## config.mk

```make
export PLATFORM = sky130hd
export DESIGN_NAME = lcd1602_controller
export DESIGN_NICKNAME = d
export VERILOG_FILES = /design/src/rtl/lcd1602_controller.sv
export SDC_FILE = /design/constraint.sdc
export NUM_CORES = 1
export LEC_CHECK = 0
export ABC_CLOCK_PERIOD_IN_PS = 1940
export CAP_MARGIN = 20
export CORE_UTILIZATION = 42
export CTS_BUF_LIST = sky130_fd_sc_hd__clkbuf_8
export DETAILED_ROUTE_END_ITERATION = 10
export GPL_TIMING_DRIVEN = 0
export SYNTH_ARGS = -nofsm -noshare
export SYNTH_HDL_FRONTEND = slang
export SYNTH_SLANG_ARGS = --single-unit
```

## constraint.sdc

```tcl
create_clock -name clk -period 1.94 [get_ports clk]
set_input_delay 0.582 -clock clk [delete_from_list [all_inputs] [get_ports clk]]
set_output_delay 0.582 -clock clk [all_outputs]
set_load 0.01 [all_outputs]
```

## src/rtl/lcd1602_controller.sv

```systemverilog
// rtl/lcd1602_controller.sv - HD44780 16x2 LCD write-only driver (8-bit mode)
//
// After reset and ready_i, initialises the LCD, loads NUM_CHARS custom glyphs
// into CGRAM from an internal ROM, then prints codes 0..NUM_CHARS-1 on line 1.
// Every bus write spans two ticks: E high with rs/data driven, then E low with
// rs/data held, so the LCD latches stable data on the falling edge of E.
//
// Ports:
//   clk     in   system clock
//   reset   in   synchronous active-low reset
//   ready_i in   start enable, sampled in IDLE and DONE
//   rs      out  0 = command, 1 = data
//   rw      out  tied 0, write only
//   enable  out  LCD E strobe
//   data    out  LCD DB7..DB0
module lcd1602_controller #(
    parameter int NUM_COMMANDS     = 3,
    parameter int NUM_DATA_ALL     = 56,
    parameter int NUM_DATA_PERCHAR = 8,
    parameter int NUM_CHARS        = 7,
    parameter int COUNT_MAX        = 50
) (
    input  logic       clk,
    input  logic       reset,
    input  logic       ready_i,
    output logic       rs,
    output logic       rw,
    output logic       enable,
    output logic [7:0] data
);

    localparam int IDX_W = $clog2(NUM_DATA_ALL + 1);
    localparam int CNT_W = (COUNT_MAX > 1) ? $clog2(COUNT_MAX) : 1;

    typedef enum logic [2:0] {
        S_IDLE, S_CMD, S_CGADDR, S_CGDATA, S_DDADDR, S_CHARS, S_DONE
    } state_t;

    // Smiling face spread over 7 cells: outline, eyes, nose and a mouth
    // curving along the bottom rows. Byte k = glyph k/8, row k%8.
    localparam logic [7:0] ROM [0:55] = '{
        8'h01, 8'h02, 8'h04, 8'h08, 8'h08, 8'h04, 8'h02, 8'h01,
        8'h1F, 8'h00, 8'h06, 8'h06, 8'h00, 8'h10, 8'h0C, 8'h03,
        8'h1F, 8'h00, 8'h00, 8'h00, 8'h00, 8'h00, 8'h00, 8'h1F,
        8'h1F, 8'h00, 8'h00, 8'h04, 8'h04, 8'h00, 8'h00, 8'h1F,
        8'h1F, 8'h00, 8'h00, 8'h00, 8'h00, 8'h00, 8'h00, 8'h1F,
        8'h1F, 8'h00, 8'h0C, 8'h0C, 8'h00, 8'h01, 8'h06, 8'h18,
        8'h10, 8'h08, 8'h04, 8'h02, 8'h02, 8'h04, 8'h08, 8'h10
    };

    state_t           state_q, state_d;
    logic [CNT_W-1:0] cnt_q, cnt_d;
    logic [IDX_W-1:0] idx_q, idx_d;
    logic             phase_q, phase_d;   // 0: next tick raises E, 1: next tick drops E
    logic             rs_q, rs_d;
    logic             en_q, en_d;
    logic [7:0]       data_q, data_d;

    logic             tick;
    logic             wr_rs;
    logic [7:0]       wr_data;
    logic             wr_last;
    state_t           wr_next;

    always_ff @(posedge clk) begin
        if (!reset) begin
            state_q <= S_IDLE;
            cnt_q   <= '0;
            idx_q   <= '0;
            phase_q <= 1'b0;
            rs_q    <= 1'b0;
            en_q    <= 1'b0;
            data_q  <= 8'h00;
        end else begin
            state_q <= state_d;
            cnt_q   <= cnt_d;
            idx_q   <= idx_d;
            phase_q <= phase_d;
            rs_q    <= rs_d;
            en_q    <= en_d;
            data_q  <= data_d;
        end
    end

    // Byte to write for the current state/index and where to go after it
    always_comb begin
        wr_rs   = 1'b0;
        wr_data = 8'h00;
        wr_last = 1'b1;
        wr_next = S_DONE;
        case (state_q)
            S_CMD: begin
                case (idx_q)
                    IDX_W'(0): wr_data = 8'h38;
                    IDX_W'(1): wr_data = 8'h0C;
                    default:   wr_data = 8'h01;
                endcase
                wr_last = (idx_q == IDX_W'(NUM_COMMANDS - 1));
                wr_next = S_CGADDR;
            end
            S_CGADDR: begin
                wr_data = 8'h40;
                wr_next = S_CGDATA;
            end
            S_CGDATA: begin
                wr_rs   = 1'b1;
                wr_data = ROM[idx_q];
                wr_last = (idx_q == IDX_W'(NUM_DATA_ALL - 1));
                wr_next = S_DDADDR;
            end
            S_DDADDR: begin
                wr_data = 8'h80;
                wr_next = S_CHARS;
            end
            S_CHARS: begin
                wr_rs   = 1'b1;
                wr_data = 8'(idx_q);
                wr_last = (idx_q == IDX_W'(NUM_CHARS - 1));
                wr_next = S_DONE;
            end
            default: ;
        endcase
    end

    always_comb begin
        tick    = (cnt_q == CNT_W'(COUNT_MAX - 1));
        cnt_d   = tick ? '0 : cnt_q + 1'b1;
        state_d = state_q;
        idx_d   = idx_q;
        phase_d = phase_q;
        rs_d    = rs_q;
        en_d    = en_q;
        data_d  = data_q;
        if (tick) begin
            case (state_q)
                S_IDLE: if (ready_i) state_d = S_CMD;
                S_DONE: if (!ready_i) state_d = S_IDLE;
                default: begin
                    if (!phase_q) begin
                        rs_d    = wr_rs;
                        data_d  = wr_data;
                        en_d    = 1'b1;
                        phase_d = 1'b1;
                    end else begin
                        // rs/data held through this tick so they straddle the E fall
                        en_d    = 1'b0;
                        phase_d = 1'b0;
                        if (wr_last) begin
                            state_d = wr_next;
                            idx_d   = '0;
                        end else begin
                            idx_d = idx_q + 1'b1;
                        end
                    end
                end
            endcase
        end
    end

    assign rs     = rs_q;
    assign rw     = 1'b0;
    assign enable = en_q;
    assign data   = data_q;

endmodule

```

## Word level (Yosys, flattened, before mapping)

Memory sizes are Yosys's and may differ from the RTL's.
Cells that the tools add are included.

- Magnitude comparators: 1
- Muxes and demuxes: 14
- Add/sub/neg operators: 2
- Bitwise gates (word level): 4
- Reductions and logical operators: 11
- Equal/unequal tests: 13

Operator list:

| kind | number |
|---|---|
| case mux 8 bit (5 select lines) | 1 |
| 2-to-1 mux 8 bit | 2 |
| adder 6 x 1 -> 6 bit, second input constant | 2 |
| equality test 6 bit, second input constant | 2 |
| 2-to-1 mux 3 bit | 4 |
| case mux 3 bit (4 select lines) | 1 |
| case mux 6 bit (2 select lines) | 1 |
| equality test 3 bit, second input constant | 3 |
| >= comparator 7 bit, second input constant | 1 |
| NOT 6 -> 7 bit | 1 |
| equality test 3 x 2 -> 1 bit, second input constant | 2 |
| equality test 6 x 1 -> 1 bit, second input constant | 1 |
| equality test 6 x 2 -> 1 bit, second input constant | 1 |
| equality test 6 x 3 -> 1 bit, second input constant | 1 |
| zero test 6 bit | 1 |
| 2-to-1 mux 6 bit | 1 |
| case mux 3 bit (2 select lines) | 1 |
| AND reduction 3 bit | 2 |
| nonzero test 3 bit | 2 |
| OR reduction 2 bit | 3 |
| AND reduction 5 bit | 1 |
| != test 2 bit, second input constant | 2 |
| equality test 3 x 1 -> 1 bit, second input constant | 1 |
| zero test 3 bit | 1 |
| 4 further kinds | 7 |

- Memories kept: 1
- Register bits: 25
- Output and inout bits: 11
- Word-level logic and storage cells: 52
- Memory bits (read-only): 512

Memory list:

| name | words | width | rd ports | clocked after Yosys merged registers in | wr ports | RTL line | source |
|---|---|---|---|---|---|---|---|
| (no name shown) | 64 | 8 | 1 | 0 | 0 | 107 | `wr_data = ROM[idx_q];` |

## Depth between registers and ports, before layout

- Depth in word-level cells: 5
- Mapped depth: 9

## Worst setup path after synthesis

Ideal clock, no wire load.

- Kind: register to register
- Start point: register idx_q[1]
- End point: register data_q[4], in the netlist data[4]
- Cell stages (with the launch flop): 8
- Setup time: 0.117 ns
- Period minus slack after synthesis: 1.813 ns
- Slack: 0.127 ns
- Required time: 1.823 ns
- Arrival: 1.695 ns
- Buffers on the path: 1
- Cell sequence: dfxtp_1 -> inv_1 -> ha_1 -> clkbuf_1 -> mux2_1 -> a31oi_1 -> o22ai_1 -> a32o_1

- Longest elaborated chain between the ends: 5

Ends and longest elaborated chain:

| element | RTL line | source |
|---|---|---|
| start: declaration | 53 | `logic [IDX_W-1:0] idx_q, idx_d;` |
| start signal: assignment | 77 | `idx_q <= idx_d;` |
| NOT 6 -> 7 bit (not written as such) | 107 |  |
| memory (64 x 8 bit) | - |  |
| 2-to-1 mux 8 bit (not written as such) (2 in series) | 107 |  |
| case mux 8 bit (5 select lines) (*) | 91 | `case (state_q)` |
| end signal: assignment | 81 | `data_q <= data_d;` |
| end: declaration | 57 | `logic [7:0] data_q, data_d;` |

Mark *: on every way between the ends. The rest lies on a longest branch, timed or not. The select of a mux whose other input is x is not followed.
A chain may end at the register's enable or synchronous reset.

## Final worst setup path

- Start point: register idx_q[1]
- End point: register data_q[2], in the netlist data[2]

Same word-level chain as after synthesis.

==> results.md <==
- DR pass1 iterations: 6
- Hold Vio Cnt, Final: 0
- CP cell instances: inv_1, ha_2, mux2i_1, mux2_2, a211o_1, a21oi_1, a221o_1
- Setup crit start kind: flip-flop
- Top-count cell post-synth: dfxtp_1
- Worst Path Arrival: 2.12 ns
- 1st-iter DRT viols: ~120
- Routed WL per cell: 15.39 um
- Final Wtd Congestion: 0.8570
- DRC Markers: 0
- Count of pins over their slew limit: 0
- Grt total ovfl: 0
- Post-route cell area: 0.002203 mm^2
- Post-DP HPWL: 3.467 mm
- Slew headroom: 0.5826
- Full die area: 0.004801 mm^2
- Finished Layout Cells: ~310
- Worst IR Drop VDD: 265.7 uV
- Overall Global Routing Usage: 0.2092
- Via density: around 5.8
- Critical Path RT: 2.16 ns
- Final min period: 1.905 ns
- Die Ht: 69.29 um
- Flip-flop and latch count after synthesis: 25
- Max Cap Viol: 0
- Final Setup Violations: 0
- Max Fclk: 525.0 MHz
- Worst skew pair latency: 0.27 ns
- Clk slew on worst S/H paths: 0.09 ns
- Inserted Clock Buffers: 3
- Clk sinks: 25
- Status: completed
- Unique cell type count in the Yosys netlist: 61
- CTS Buffer Depth: 2
- Yosys top cell area share: 0.2632
- First-pass GRT wire length: 8.107 mm
- Initial core utilization: 0.4368
- CTS Root Cell: clkbuf_8
- Worst setup EP type: flip-flop
- Chip Width: 69.29 um
- Cell area after synthesis: 0.001902 mm^2
- Initial antenna violation count: 0
- Sum Neg Setup Slack: 0 ns
- Ys flop type: dfxtp_1
- Critical path type: reg2reg
- Vias: between 1500 and 2000
- Total Wirelength: 4.817 mm
- Ports: 14
- Ys Warns: 0
- Post-synth EDFFs: 0
- Leakage: 0.7928 nW
- Seq. cell area: 505.5 um^2
- Largest net degree at the start of global routing: 15
- Antenna diodes: 0
- Async SR Flop Fraction: 0
- Hold buffers post-CTS: 0
- Syn Inst Count: between 200 and 250
- Input/output buffers: 11
- Top cells by area, synth: dfxtp_1 (26%), nand2_1 (4.7%), ha_1 (4.6%)
- Worst slew pin tran: 0.6254 ns
- Crit path buf inv count: 1
- Htree depth: 1
- Final period util: 0.9819
- Register area share after synthesis: 0.2632
- Power Density: between 400 and 500 mW/mm^2
- Most frequent cells after synthesis: dfxtp_1 (25), nand2_1 (24), nor2_1 (21)
- # fillers: roughly 430
- Syn_nets: 254
- Crit-path max cell delay: 0.40 ns
- Clk_skew: 0.002519 ns
- CP Max Fanout: 8
- HP Class: reg2reg
- Core ar.: 0.004354 mm^2
- Cell taking the most area after synthesis: dfxtp_1
- Post-DP Area: between 0.002 and 0.0025 mm^2
- CTS tree: yes
- Vias in the first global route: 1644
- Area growth, synth to finish: 15.86%
- Fin nets: ~270
- Unrepaired setup endpoints after global routing: true
- Antenna-violating nets left: 0
- Area of the multi-input gates: 0.001315 mm^2
- # rows: 24
- Slowest CP cell: dfxtp_4
- Top cell family by delay on the critical path: compound AO/OA/AOI/OAI gates
- Cell Count Post-Placement: 307
- Share of cells above drive strength 1: 0.1533
- Mean Syn Cell Area: 7.794 um^2
[area by class of cell]
class / count / area share
inverters: 9 / 0.01533
well taps: 52 / 0.02953
plain buffers: 20 / 0.04770
multi-input cells: 189 / 0.5968
flip-flops and latches: 25 / 0.2294
repair buffers: 14 / 0.06019
clock buffers: 3 / 0.01874
clock inverters: 1 / 0.002271
[cell families (layout without fill, tap and decap cells)]
kind of cell / count (synthesis) / after routing / synth area share
simple gates: 96 / 96 / 0.2684
compound gates: 71 / 71 / 0.2658
buf+inv: 30 / 47 / 0.07171
flops: 25 / 25 / 0.2632
mux: 9 / 9 / 0.05592
fa+ha+maj: 7 / 7 / 0.04605
xor+xnor: 5 / 5 / 0.02698
other cells: 1 / 1 / 0.001972
[what timing repair did]
item / 4_1_cts / 5_1_grt
setup buffers: 1 / 2
pin swaps: 0 / 1
gates resized for setup: 8 / 12
cloned: 0 / 0
endpoints found under the setup margin: 5 / 11
[worst min-delay path: cells and delay by family, from the launching register on]
| family | cells | cell delay [ns] |
|---|---|---|
| DFF | 1 | 0.32 |
| AOI/OAI and AO/OA | 1 | 0.05 |
| and+or+nand+nor | 1 | 0.05 |
[report_power, final]
group,switching [W],internal [W],leakage [nW],total (W)
logic,0.0000358,0.0000335,0.564,0.0000693
registers,0.0000106,0.000524,0.204,0.000535
clock network,0.000170,0.000144,0.0255,0.000313
[metrics by stage]
| stage | utilization | setup WS, ns | hold slack, ns | total power (W) |
|---|---|---|---|---|
| after floorplan | - | 0.1272 | 0.4337 | 0.0005895 |
| after global placement | 0.4770 | -0.2398 | 0.4476 | 0.0006170 |
| after detailed placement | 0.4770 | -0.2760 | 0.4564 | 0.0006172 |
| after CTS | 0.4934 | 0.009562 | 0.4704 | 0.0009390 |
| after global routing | 0.5060 | -0.03671 | 0.4950 | 0.0009636 |
| final | 0.5060 | 0.03513 | 0.4652 | 0.0009175 |
[routing by layer]
layer  part of all wire  GRT usage  up-vias
met5                  0          0        -
met4              0.020    0.08390        0
met3              0.028    0.02326        8
met2               0.45     0.3182       38
met1               0.51     0.3003      846
li1                   -          -      925
[worst paths after layout]
kind                            cells after the start      from  slack, ns      end
worst max-delay path                                7  idx_q[1]       0.04  data[2]
worst min-delay path                                2        rs       0.47       rs
worst max register to register                      7  idx_q[1]       0.04  data[2]
worst min register to register                      2        rs       0.47       rs
[state kept, by name (all words and copies together), names as in the netlist, named ones only]
register  count
cnt_q         6
data          8
enable        1
idx_q         6
rs            1
state_q       2
[placed cells by master, fill, tap and decap left out, types with 4 or more instances in the layout]
master and n:
clkdlybuf4s50_1 11, clkbuf_1 9, buf_2 4, nor2_1 21, o21ai_0 8, and3_1 4, nand2b_1 5, a31oi_1 5
inv_1 6, nand3_1 12, mux2i_1 4, o21ai_1 5, nor2b_1 4, nand4_1 5, a21oi_1 15, nand2_1 24
dfxtp_1 23, ha_1 4, buf_4 7, nor3_1 7
Power figures use the tool's default switching activity.
